--- config.mk ---
export PLATFORM = sky130hd
export DESIGN_NAME = dac_output_controller
export DESIGN_NICKNAME = d
export VERILOG_FILES = /design/src/rtl/dac_output_controller.sv
export SDC_FILE = /design/constraint.sdc
export NUM_CORES = 1
export LEC_CHECK = 0
export CAP_MARGIN = 0
export CORE_ASPECT_RATIO = 1.1
export CORE_UTILIZATION = 60
export DETAILED_ROUTE_END_ITERATION = 12
export PLACE_DENSITY = 0.79
export SLEW_MARGIN = 15
export SYNTH_ARGS = -nofsm -noshare
export SYNTH_HDL_FRONTEND = slang
export SYNTH_SLANG_ARGS = --single-unit
export TNS_END_PERCENT = 30
--- constraint.sdc ---
create_clock -name clk -period 7.3 [get_ports clk]
set_input_delay 1.825 -clock clk [delete_from_list [all_inputs] [get_ports clk]]
set_output_delay 1.825 -clock clk [all_outputs]
set_load 0.1 [all_outputs]
--- src/rtl/dac_output_controller.sv ---
// dac_output_controller
// Converts a millivolt setpoint (valid/ready) into an unsigned WIDTH-bit DAC code
// by inverse scaling, rounding and saturation. The code drives the R2R ladder
// output and a free-running PWM generator.
// Build option: define DAC_SLEW_LIMIT_EN to add the SLEW state and update-tick
// counter, which limit the code change to SLEW_STEP per tick. Without it the
// rounded target is loaded straight into the output code.
module dac_output_controller #(
    parameter int unsigned WIDTH         = 8,
    parameter int unsigned CLOCK_FREQ    = 100_000_000,
    parameter int unsigned UPDATE_FREQ   = 2000,
    parameter int unsigned FULL_SCALE_MV = 3300,
    parameter int unsigned INV_SCALE     = 5064,
    parameter int unsigned SHIFT         = 16,
    parameter int unsigned SLEW_STEP     = 4
) (
    input  logic             clk,
    input  logic             reset,
    input  logic             sp_valid,
    input  logic [15:0]      sp_mv,
    output logic             sp_ready,
    input  logic             dac_en,
    output logic [WIDTH-1:0] r2r_out,
    output logic             pwm_out,
    output logic [WIDTH-1:0] code_out,
    output logic             busy,
    output logic             settled,
    output logic             sat_flag
);

    localparam logic [WIDTH-1:0] MAX_CODE   = '1;
    localparam logic [32:0]      MAX_CODE_W = 33'(MAX_CODE);
    localparam logic [32:0]      ROUND_BIAS = 33'(1) << (SHIFT - 1);

`ifdef DAC_SLEW_LIMIT_EN
    typedef enum logic [1:0] {IDLE, MULT, ROUND, SLEW} state_t;
`else
    typedef enum logic [1:0] {IDLE, MULT, ROUND} state_t;
`endif

    state_t           state;
    logic [15:0]      mv_q;
    logic [31:0]      product;
    logic [WIDTH-1:0] target;
    logic [WIDTH-1:0] current;
    logic [WIDTH-1:0] current_nxt;
    logic             sat_q;
    logic             accept;

    logic [32:0]      rounded;
    logic [32:0]      scaled;
    logic [WIDTH-1:0] round_code;
    logic             round_sat;

    logic [WIDTH-1:0] cnt;
    logic [WIDTH-1:0] cnt_nxt;
    logic [WIDTH-1:0] duty;
    logic [WIDTH-1:0] duty_nxt;
    logic             pwm_q;
    logic [WIDTH-1:0] r2r_q;

`ifdef DAC_SLEW_LIMIT_EN
    localparam int unsigned      TICK_DIV  = CLOCK_FREQ / UPDATE_FREQ;
    localparam int unsigned      TICK_W    = (TICK_DIV > 1) ? $clog2(TICK_DIV) : 1;
    localparam logic [TICK_W-1:0] TICK_LAST = TICK_W'(TICK_DIV - 1);
    localparam logic [WIDTH-1:0] STEP      = WIDTH'(SLEW_STEP);

    logic [TICK_W-1:0] tick_cnt;
    logic              tick;
    logic [WIDTH-1:0]  gap;
    logic [WIDTH-1:0]  step_code;

    assign sp_ready = !reset && (state == IDLE || state == SLEW);
    assign tick     = (tick_cnt == TICK_LAST);

    // Free-running update-tick divider; accepts do not restart it
    always_ff @(posedge clk) begin
        if (reset || tick) tick_cnt <= '0;
        else               tick_cnt <= tick_cnt + 1'b1;
    end

    // One slew step toward target, limited to STEP
    always_comb begin
        gap       = '0;
        step_code = current;
        if (target > current) begin
            gap       = target - current;
            step_code = current + ((gap > STEP) ? STEP : gap);
        end else if (current > target) begin
            gap       = current - target;
            step_code = current - ((gap > STEP) ? STEP : gap);
        end
    end
`else
    assign sp_ready = !reset && (state == IDLE);
`endif

    assign accept = sp_valid && sp_ready;

    // Round, shift and saturate the registered product into a code
    always_comb begin
        rounded   = {1'b0, product} + ROUND_BIAS;
        scaled    = rounded >> SHIFT;
        round_sat = (32'(mv_q) > FULL_SCALE_MV);
        if (round_sat || scaled > MAX_CODE_W) round_code = MAX_CODE;
        else                                  round_code = scaled[WIDTH-1:0];
    end

    // Next output code; shared by the code register and the R2R register
    always_comb begin
        current_nxt = current;
`ifdef DAC_SLEW_LIMIT_EN
        // A retarget accept on a tick edge wins: no step is taken
        if (state == SLEW && tick && !accept) current_nxt = step_code;
`else
        if (state == ROUND) current_nxt = round_code;
`endif
    end

    // Setpoint FSM: accept, multiply, round, optional slew
    always_ff @(posedge clk) begin
        if (reset) begin
            state   <= IDLE;
            mv_q    <= '0;
            product <= '0;
            target  <= '0;
            current <= '0;
            sat_q   <= 1'b0;
        end else begin
            current <= current_nxt;
            case (state)
                IDLE: begin
                    if (accept) begin
                        mv_q  <= sp_mv;
                        state <= MULT;
                    end
                end
                MULT: begin
                    product <= 32'(mv_q) * INV_SCALE;
                    state   <= ROUND;
                end
                ROUND: begin
                    target <= round_code;
                    sat_q  <= round_sat;
`ifdef DAC_SLEW_LIMIT_EN
                    state  <= SLEW;
`else
                    state  <= IDLE;
`endif
                end
`ifdef DAC_SLEW_LIMIT_EN
                SLEW: begin
                    if (accept) begin
                        mv_q  <= sp_mv;
                        state <= MULT;
                    end else if (current == target) begin
                        state <= IDLE;
                    end
                end
`endif
                default: state <= IDLE;
            endcase
        end
    end

    assign cnt_nxt  = cnt + 1'b1;
    assign duty_nxt = (cnt == MAX_CODE) ? current : duty;

    // PWM: duty reloads only at the period boundary, output registered
    always_ff @(posedge clk) begin
        if (reset) begin
            cnt   <= '0;
            duty  <= '0;
            pwm_q <= 1'b0;
        end else begin
            cnt   <= cnt_nxt;
            duty  <= duty_nxt;
            pwm_q <= dac_en && (cnt_nxt < duty_nxt);
        end
    end

    // R2R register, updated on the same edge as the code
    always_ff @(posedge clk) begin
        if (reset) r2r_q <= '0;
        else       r2r_q <= dac_en ? current_nxt : '0;
    end

    assign r2r_out  = r2r_q;
    assign pwm_out  = pwm_q;
    assign code_out = current;
    assign sat_flag = sat_q;
    assign busy     = (state != IDLE);
    assign settled  = (state == IDLE) && (current == target);

endmodule

Word-level counts from Yosys, hierarchy flattened
Cells that the tools add are included.
W data, S select, Z words.
{ "word_totals": {"word_cells": 37, "register_bits": 86, "out_inout_bits": 21} }
{ "classes": {"n_mul": 1, "n_addsub": 2, "n_eq_ne": 5, "mux": 5, "n_lt_le_gt_ge": 3, "bitwise_logic": 1, "n_reduce_logical": 10} }
{ "ops": {"columns": ["op", "count"], "rows": [
  ["$add A29 B16 Y30 const B", 1],
  ["$mul A16 B10 Y26 const B", 1],
  ["$mux W8", 3],
  ["$gt A16 B12 Y1 const B", 1],
  ["$gt A14 B8 Y1 const B", 1],
  ["$add A8 B1 Y8 const B", 1],
  ["$eq A8 B8 Y1", 1],
  ["$eq A8 B8 Y1 const B", 1],
  ["$lt A8 B8 Y1", 1],
  ["$logic_and A1 B1 Y1", 4],
  ["$pmux W2 S2", 1],
  ["$eq A2 B1 Y1 const B", 1],
  ["$eq A2 B2 Y1 const B", 1],
  ["$logic_not A2 Y1", 1],
  ["$mux W2", 1],
  ["$ne A2 B2 Y1 const B", 1],
  ["$reduce_and A2 Y1", 1],
  ["$reduce_bool A2 Y1", 1],
  ["$reduce_or A2 Y1", 1],
  ["$logic_not A1 Y1", 1],
  ["$logic_or A1 B1 Y1", 1],
  ["$not A1 Y1", 1]
]} }

Logic depth before layout (Yosys ltp)
Gate-level depths: netlist of run 1.
{ "logic_depth": {"word_depth": 5, "depth_mapped": 18} }

Worst setup path before layout of run 1
OpenSTA, ideal clock, no wires.
{ "synth_timing": {"path_kind": "flip-flop to output port", "start": "reg current[7] (netlist: code_out[7])", "end": "out settled", "arrival_time_ps": 4135, "path_stages_with_launch": 4, "path_slack_ps": 1340, "path_buffers": 0, "path_cell_list": "dfxtp_1 > xnor2_1 > nand3_1 > nor4_1"} }
{ "synth_between": {"elab_chain_cells": 2} }
{ "synth_rtl": {"columns": ["element", "line_no", "rtl"], "rows": [
  ["start: declaration", "45", "logic [WIDTH-1:0] current;"],
  ["start signal: assignment", "130", "current <= current_nxt;"],
  ["$eq A8 B8 Y1", "193", "assign settled = (state == IDLE) && (current == target);"],
  ["$logic_and A1 B1 Y1", "193", null],
  ["end: declaration", "27", "output logic settled,"]
]} }
No other way between the ends.

Final worst setup path of run 1
{ "layout_timing": {"start": "in reset", "end": "out sp_ready"} }
{ "layout_between": {"elab_chain_cells": 2} }
{ "layout_rtl": {"columns": ["element", "line_no", "rtl"], "rows": [
  ["start: declaration", "18", "input logic reset,"],
  ["$logic_not A1 Y1", "95", "assign sp_ready = !reset && (state == IDLE);"],
  ["$logic_and A1 B1 Y1", "95", null],
  ["end: declaration", "21", "output logic sp_ready,"]
]} }
No other way between the ends.

==> results of run 1 <==
worst max-delay path, stage by stage:
cell             delay [ns]
buf_2                  0.09
buf_4                  0.29
nor2_1                 0.18
clkdlybuf4s50_1        1.14
worst paths after layout:
check,start,endpoint,slack [ns],depth (start not counted)
max,reset,sp_ready,1.91,4
min,product[28],product[28],0.49,1
max reg2reg,mv_q[5],product[26],2.27,17
min reg2reg,product[28],product[28],0.49,1
state kept, by name, summed over array words and instances, names as in the netlist:
register	cells
sat_flag	1
target	8
duty	8
product	14
mv_q	16
pwm_out	1
cnt	8
r2r_out	8
code_out	8
state	2
power breakdown:
part           switching (W)  leakage (nW)  total, W  internal (W)
Clock               0.000157        0.0986  0.000333      0.000176
Combinational       0.000437          2.31  0.000728      0.000291
Sequential         0.0000418         0.603  0.000472      0.000431
Total               0.000635          3.01   0.00153      0.000898
per-stage QoR:
step | area, um^2 | util
after floorplan | 5850 | -
after global placement | 6300 | 0.670
after detailed placement | 6300 | 0.670
after CTS | 6500 | 0.692
after global routing | 6500 | 0.692
final | 6500 | 0.692
layout by cell type (no fill, tap or decap), types with 2 or more instances in the layout:
master and count:
clkdlybuf4s50_1 39, mux2i_1 10, o211ai_1 3, xnor2_1 19
o21bai_1 3, fa_1 49, nor2b_1 11, nand2_1 35
a21oi_1 18, a211oi_1 7, nor2_1 46, o21ai_0 16
nand2b_1 5, and2_2 4, nor4_1 2, clkbuf_8 11
and2b_2 2, buf_4 2, a22o_1 11, o21ai_1 3
nand3_1 17, a221oi_1 2, dfxtp_1 74, nor3_1 22
ha_1 93, and3_1 6, inv_1 72, or3_1 3
xor2_1 11, and3_2 2, o31ai_1 14, o21a_1 2
a21o_1 2, nand4_1 7, a2111oi_0 2, clkinvlp_4 2
a31oi_1 7
layer usage:
layer	vias to the layer above	track usage	part of all wire
met5	-	0	0
met4	0	0.0736	0.020
met3	19	0.0455	0.036
met2	102	0.435	0.51
met1	2058	0.310	0.43
li1	2150	-	-
layout make-up:
cell class | count | area [um^2] | area share
Clock inverter | 4 | 50.0 | 0.00770
Multi-Input combinational cell | 446 | 3990 | 0.613
Inverter | 72 | 270 | 0.0416
Sequential cell | 74 | 1480 | 0.228
Timing Repair Buffer | 42 | 410 | 0.0631
Clock buffer | 12 | 155 | 0.0239
Tap cell | 117 | 146 | 0.0225
kinds of logic (layout without fill, tap and decap cells):
| group | count (synthesis) | after routing | share of synthesized area |
|---|---|---|---|
| and+or+nand+nor | 168 | 168 | 0.141 |
| AOI/OAI and AO/OA | 96 | 96 | 0.112 |
| xor gates and xnor gates | 30 | 30 | 0.0449 |
| adders and majority gates | 142 | 142 | 0.367 |
| muxes | 10 | 10 | 0.0171 |
| DFF | 74 | 74 | 0.253 |
| buffers and inverters | 95 | 130 | 0.0646 |
==> impl_table.tex, run 1 <==
\begin{tabular}{lr}
\hline
Metric & Value \\
\hline
\multicolumn{2}{l}{\textbf{Finish}} \\
Layout Area Growth over Synthesis & 11.2\% \\
Count of non-filler cells in the finished layout & 767 \\
Number of filler cells placed in the layout & 712 \\
Fraction of layout cells with a size suffix above 1 & 0.0508 \\
Diode count & 0 \\
Post-layout net count & 807 \\
\multicolumn{2}{l}{\textbf{Die}} \\
Top-Level Pins & between 40 and 50 \\
Horizontal extent of the die & 96.1 um \\
Die Ht & 106 um \\
Total Die Area & 10100 um\^{}2 \\
Site row count & 37 \\
Area of the placeable core & roughly 9400 um\^{}2 \\
Effective utilization at floorplan & 0.622 \\
\multicolumn{2}{l}{\textbf{Clock network}} \\
Bufs on Longest Clock Path & 2 \\
Worst skew pair latency & 0.36 ns \\
CTS tree & done \\
CTS Hold Buffers Added & 0 \\
Number of H-tree levels & 3 \\
Reg clk slew, reported paths & 0.07 ns \\
TritonCTS Sinks & 74 \\
Post-CTS setup buffers & 0 \\
Number of buffers added by the clock tree synthesis step & 9 \\
PostCTS Resize Cnt & 0 \\
Clock Root Buffer & clkbuf\_8 \\
\multicolumn{2}{l}{\textbf{Setup path}} \\
Req. time, crit path & between 5 and 6 ns \\
Crit path max fanout & 54 \\
Element type at the critical path end & output pin \\
Type of origin of the critical path & input pin \\
Kind of critical path & in -> out \\
Worst endpoint data arrival time & 3.56 ns \\
\multicolumn{2}{l}{\textbf{Global route}} \\
Via count of the first global-routing pass & 4324 \\
Wire length of the first global-routing pass & approximately 20 mm \\
Maximum number of pins on one net before global-route repair & 55 \\
Sum of overflow across all layers after global routing & 0 \\
All-Layer GR Usage & 0.250 \\
Number of antenna violations at the first check in global routing & 0 \\
\multicolumn{2}{l}{\textbf{STA}} \\
Hold Violations, Final & 0 \\
Worst Setup Slack, final & 1.91 ns \\
Shortest period the worst path allows & 5.39 ns \\
Final worst-path cycle share & 0.738 \\
Maximum clock rate & 0.186 GHz \\
Max\_slew headroom & 0.341 \\
Worst hold-check slack & 0.492 ns \\
Setup repair after global routing missed its margin & false \\
Aggregate negative setup slack & 0 ns \\
Setup skew after layout & 0.0151 ns \\
Transition at the pin with the smallest max-transition slack & between 0.9 and 1 ns \\
Total count of max-transition violations in the final report & 0 \\
Final Setup Violations & 0 \\
\multicolumn{2}{l}{\textbf{Routing}} \\
Number of vias in the routed layout & 4329 \\
DRC violation count after routing & 0 \\
Aggregate routed wire length & between 10 and 15 mm \\
Number of antenna-violating nets in the routed design & 0 \\
Iteration count of the initial detailed-routing pass & 4 \\
Via density per instance & 5.64 \\
Per-cell routed wire length & between 15 and 20 um \\
First-iteration detailed-routing DRC count & approximately 140 \\
\multicolumn{2}{l}{\textbf{Power and ir drop}} \\
Power, Total & 0.00153 W \\
Maximum vdd ir drop & about 0.13 mV \\
Power density cells & 236 nW/um\^{}2 \\
Leak pwr & approximately 3 nW \\
\multicolumn{2}{l}{\textbf{Status}} \\
Status & complete, no violations \\
\multicolumn{2}{l}{\textbf{Logic synthesis}} \\
Synthesized net count & between 700 and 800 \\
Largest area contributor in the netlist & dfxtp\_1 \\
Total number of yosys warnings & 0 \\
Mapped Cells & 615 \\
Sequential-to-total area share from yosys stat & 0.253 \\
Most used standard cells in the synthesized netlist & ha\_1, dfxtp\_1, inv\_1 \\
Post-Synthesis Mean Instance Area & about 9.5 um\^{}2 \\
Leading post-synthesis cells by cell area & dfxtp\_1, ha\_1, fa\_1, inv\_1, nor2\_1 \\
Async SR Flop Fraction & 0 \\
Dominant cell by count in the synthesized netlist & ha\_1 \\
Post-synth EDFFs & 0 \\
Yosys cell types & 51 \\
Share of the synthesized area in the top cell type & 0.253 \\
Dominant register cell in the synthesized netlist & dfxtp\_1 \\
Area of the mapped netlist & 5850 um\^{}2 \\
Register bit count reported by yosys & 74 \\
\multicolumn{2}{l}{\textbf{Placed design}} \\
Setup slack at placement & 1.92 ns \\
DP HPWL & 9.09 mm \\
Placed Instances & 751 \\
RD Place Congestion & 0.897 \\
Input/output buffers & 40 \\
\multicolumn{2}{l}{\textbf{Flow run}} \\
\# Max-Cap Violations & 0 \\
\multicolumn{2}{l}{\textbf{Hold path}} \\
Hold Path Class & reg -> reg \\
\hline
\end{tabular}
(Power assumes the default switching activity.)
==> run 2: changes to the inputs <==
Settings changed: CORE_UTILIZATION 60 to 54, PLACE_DENSITY 0.79 to 0.75.
Clock period 7.3 ns to 4.45 ns, I/O delays scaled along.
==> run 2 against run 1 <==
  * The flow now finishes with violations (setup timing)
  * Die area grew 11%
  * Highest routed layer unchanged
  * Worst setup slack lost 1.9 ns
  * Largest power group unchanged
  * Global-route usage shrank 0.48 points
  * Total power grew 100%
  * Cell count grew 7.8%
  * Via count grew 7.1%
  * Largest cell class unchanged
==> impl_table.tex, run 2 (synthesis gave the netlist of run 1 again) <==
\begin{tabular}{lr}
\hline
Metric & Value \\
\hline
\multicolumn{2}{l}{\textbf{Finish}} \\
Post-route cell area & 7160 um\^{}2 (+10\%) \\
Most common library cell in the layout ignoring fill and taps & ha\_1 \\
Diode count & 0 (unchanged) \\
Biggest registers after layout & mv\_q (16), product (14) \\
Post-layout net count & 841 (+4.2\%) \\
Max reg flops & 16 (unchanged) \\
Count of non-filler cells in the finished layout & 827 (+7.8\%) \\
Layout Area Growth over Synthesis & 22.4\% \\
Commonest non-fill, non-tap cells in the layout & ha\_1, inv\_1, dfxtp\_1 \\
Fraction of layout cells with a size suffix above 1 & 0.174 (+0.123) \\
Reg with most FFs & mv\_q \\
\multicolumn{2}{l}{\textbf{Clock network}} \\
Worst skew pair latency & 0.33 ns (-0.03 ns) \\
CTS tree & done \\
Clock Root Buffer & clkbuf\_16 \\
Reg clk slew, reported paths & 0.06 ns (about the same) \\
TritonCTS Sinks & 74 (unchanged) \\
CTS Hold Buffers Added & 0 (unchanged) \\
Bufs on Longest Clock Path & 2 (unchanged) \\
Number of buffers added by the clock tree synthesis step & 9 (unchanged) \\
Number of H-tree levels & 3 (unchanged) \\
\multicolumn{2}{l}{\textbf{STA}} \\
Final Setup Violations & 1 (+1) \\
Shortest period the worst path allows & 4.48 ns \\
Worst hold-check slack & 0.485 ns (-0.00704 ns) \\
Hold Violations, Final & 0 (unchanged) \\
Max\_slew headroom & 0.350 (+0.00918) \\
Setup skew after layout & 0.00759 ns (-0.00749 ns) \\
Maximum clock rate & 0.223 GHz \\
Total count of max-transition violations in the final report & 0 (unchanged) \\
Setup repair after global routing missed its margin & true \\
Worst Setup Slack, final & -0.0292 ns (-1.94 ns) \\
Transition at the pin with the smallest max-transition slack & 0.972 ns (-0.0137 ns) \\
Final worst-path cycle share & 1.01 \\
\multicolumn{2}{l}{\textbf{Flow run}} \\
\# Max-Cap Violations & 0 (unchanged) \\
\multicolumn{2}{l}{\textbf{Setup path}} \\
Crit path max fanout & 5 (-91\%) \\
Worst endpoint data arrival time & 4.71 ns (+1.15 ns) \\
Element type at the critical path end & flop \\
Type of origin of the critical path & flop \\
Req. time, crit path & 4.68 ns (-0.80 ns) \\
Kind of critical path & reg -> reg \\
\multicolumn{2}{l}{\textbf{Placed design}} \\
Setup slack at placement & -0.124 ns (-2.05 ns) \\
Cell Area, Placed & 6590 um\^{}2 (+4.7\%) \\
RD Place Congestion & 0.897 (about the same) \\
Placed Instances & 811 (+8.0\%) \\
DP HPWL & 9.95 mm (+9.5\%) \\
Input/output buffers & 40 (unchanged) \\
\multicolumn{2}{l}{\textbf{Routing}} \\
Via density per instance & 5.60 (-0.70\%) \\
Per-cell routed wire length & 16.8 um (+12\%) \\
Iteration count of the initial detailed-routing pass & 5 (+1) \\
Number of vias in the routed layout & 4635 (+7.1\%) \\
Aggregate routed wire length & 13.9 mm (+20\%) \\
DRC violation count after routing & 0 (unchanged) \\
First-iteration detailed-routing DRC count & 272 (+92\%) \\
Number of antenna-violating nets in the routed design & 0 (unchanged) \\
\multicolumn{2}{l}{\textbf{Global route}} \\
Via count of the first global-routing pass & 4751 (+9.9\%) \\
All-Layer GR Usage & 0.245 (-0.00476) \\
Sum of overflow across all layers after global routing & 0 (unchanged) \\
Maximum number of pins on one net before global-route repair & 54 (-1.8\%) \\
Number of antenna violations at the first check in global routing & 0 (unchanged) \\
Wire length of the first global-routing pass & 21.8 mm (+11\%) \\
\multicolumn{2}{l}{\textbf{Die}} \\
Area of the placeable core & 10400 um\^{}2 (+11\%) \\
Total Die Area & 11200 um\^{}2 (+11\%) \\
Horizontal extent of the die & 101 um (+5.3\%) \\
Top-Level Pins & 41 (unchanged) \\
Effective utilization at floorplan & 0.560 (-0.0622) \\
Die Ht & 111 um (+5.3\%) \\
Site row count & 39 (+5.4\%) \\
\multicolumn{2}{l}{\textbf{Power and ir drop}} \\
Clk network pwr share & 0.248 (+0.031) \\
Flop pwr share & 0.249 (-0.059) \\
Switching pwr & 0.00124 W (+96\%) \\
Cell-internal power & 0.00183 W (+100\%) \\
Leak pwr & 3.22 nW (+7.1\%) \\
Power density cells & 430 nW/um\^{}2 (+82\%) \\
Maximum vdd ir drop & 0.357 mV (+170\%) \\
Fraction of power spent switching nets & 0.404 (-0.00992) \\
Combinational share of power & 0.504 (+0.029) \\
\multicolumn{2}{l}{\textbf{Hold path}} \\
Hold Path Class & reg -> reg \\
\multicolumn{2}{l}{\textbf{Status}} \\
Violated checks & setup timing \\
Status & complete, but fails checks \\
\hline
\end{tabular}
==> run 2: changes by cell type in the layout (fill, tap and decap cells not counted), moves of 8 or more <==
cell | previous run | this run
dfxtp_2 | 0 | 8
clkbuf_16 | 0 | 9
ha_4 | 0 | 11
ha_1 | 93 | 81
dfxtp_1 | 74 | 64
buf_4 | 2 | 36
clkbuf_8 | 11 | 1
==> run 2: power by group through the flow <==
stage          clock network [W]  logic (W)  registers, W
6_report                0.000761    0.00155      0.000765
5_1_grt                 0.000796    0.00171      0.000771
4_1_cts                 0.000768    0.00136      0.000762
3_5_place_dp                   0    0.00132      0.000776
3_3_place_gp                   0    0.00127      0.000773
2_1_floorplan                  0   0.000890      0.000819
==> run 2: per-stage QoR <==
step | util | TNS (ns) | total power [W]
floorplan | - | -0.0829 | 0.00171
global placement | 0.631 | 0 | 0.00204
detailed placement | 0.631 | -0.450 | 0.00210
CTS | 0.665 | -0.0455 | 0.00289
global route | 0.686 | -0.927 | 0.00327
finish | 0.686 | -0.0292 | 0.00308
==> run 2: layer usage <==
metal / wire [um] / GRT usage / vias up
li1: - / - / 2212
met1: 5660 / 0.291 / 2244
met2: 7450 / 0.444 / 137
met3: 405 / 0.0340 / 42
met4: 393 / 0.0831 / 0
met5: 0 / 0 / -
==> run 2: repair_timing <==
action                                  4_1_cts  5_1_grt
cloned                                        0        0
resized for setup                             8       51
pin swaps                                    10       25
setup buffers                                 0        1
endpoints found under the setup margin       11       13
==> run 2: path summary, 6_finish.rpt <==
check / start / end / slack [ns] / depth (start not counted)
worst max register to register: mv_q[6] / product[24] / -0.03 / 17
worst min register to register: cnt[0] / cnt[0] / 0.49 / 1
worst min-delay path: cnt[0] / cnt[0] / 0.49 / 1
worst max-delay path: mv_q[6] / product[24] / -0.03 / 17
==> run 2: cell type report <==
class	count	area, um^2
Clock buffer	10	239
Clock inverter	6	72.6
Fill cell	815	3280
Inverter	72	270
Multi-Input combinational cell	446	4230
Sequential cell	74	1500
Tap cell	143	179
Timing Repair Buffer	76	667
==> run 2: critical path, cell delays in order, from the launching register on <==
cell and delay (ns):
dfxtp_2 0.33, buf_4 0.15, fa_1 0.58, ha_4 0.21, fa_2 0.49, fa_1 0.53, inv_1 0.07, fa_1 0.50
inv_1 0.06, ha_4 0.24, buf_4 0.15, o21ai_2 0.15, nand2b_1 0.11, o211ai_1 0.16, a21oi_1 0.13, nand2b_1 0.17
xor2_1 0.16, a22o_1 0.18
==> run 3: changes to the inputs <==
Settings changed: GPL_ROUTABILITY_DRIVEN set to 0, SLEW_MARGIN 15 to 20.
==> results of run 3 <==
Same layout as run 2: the final DEF is identical, and so are final timing and power.
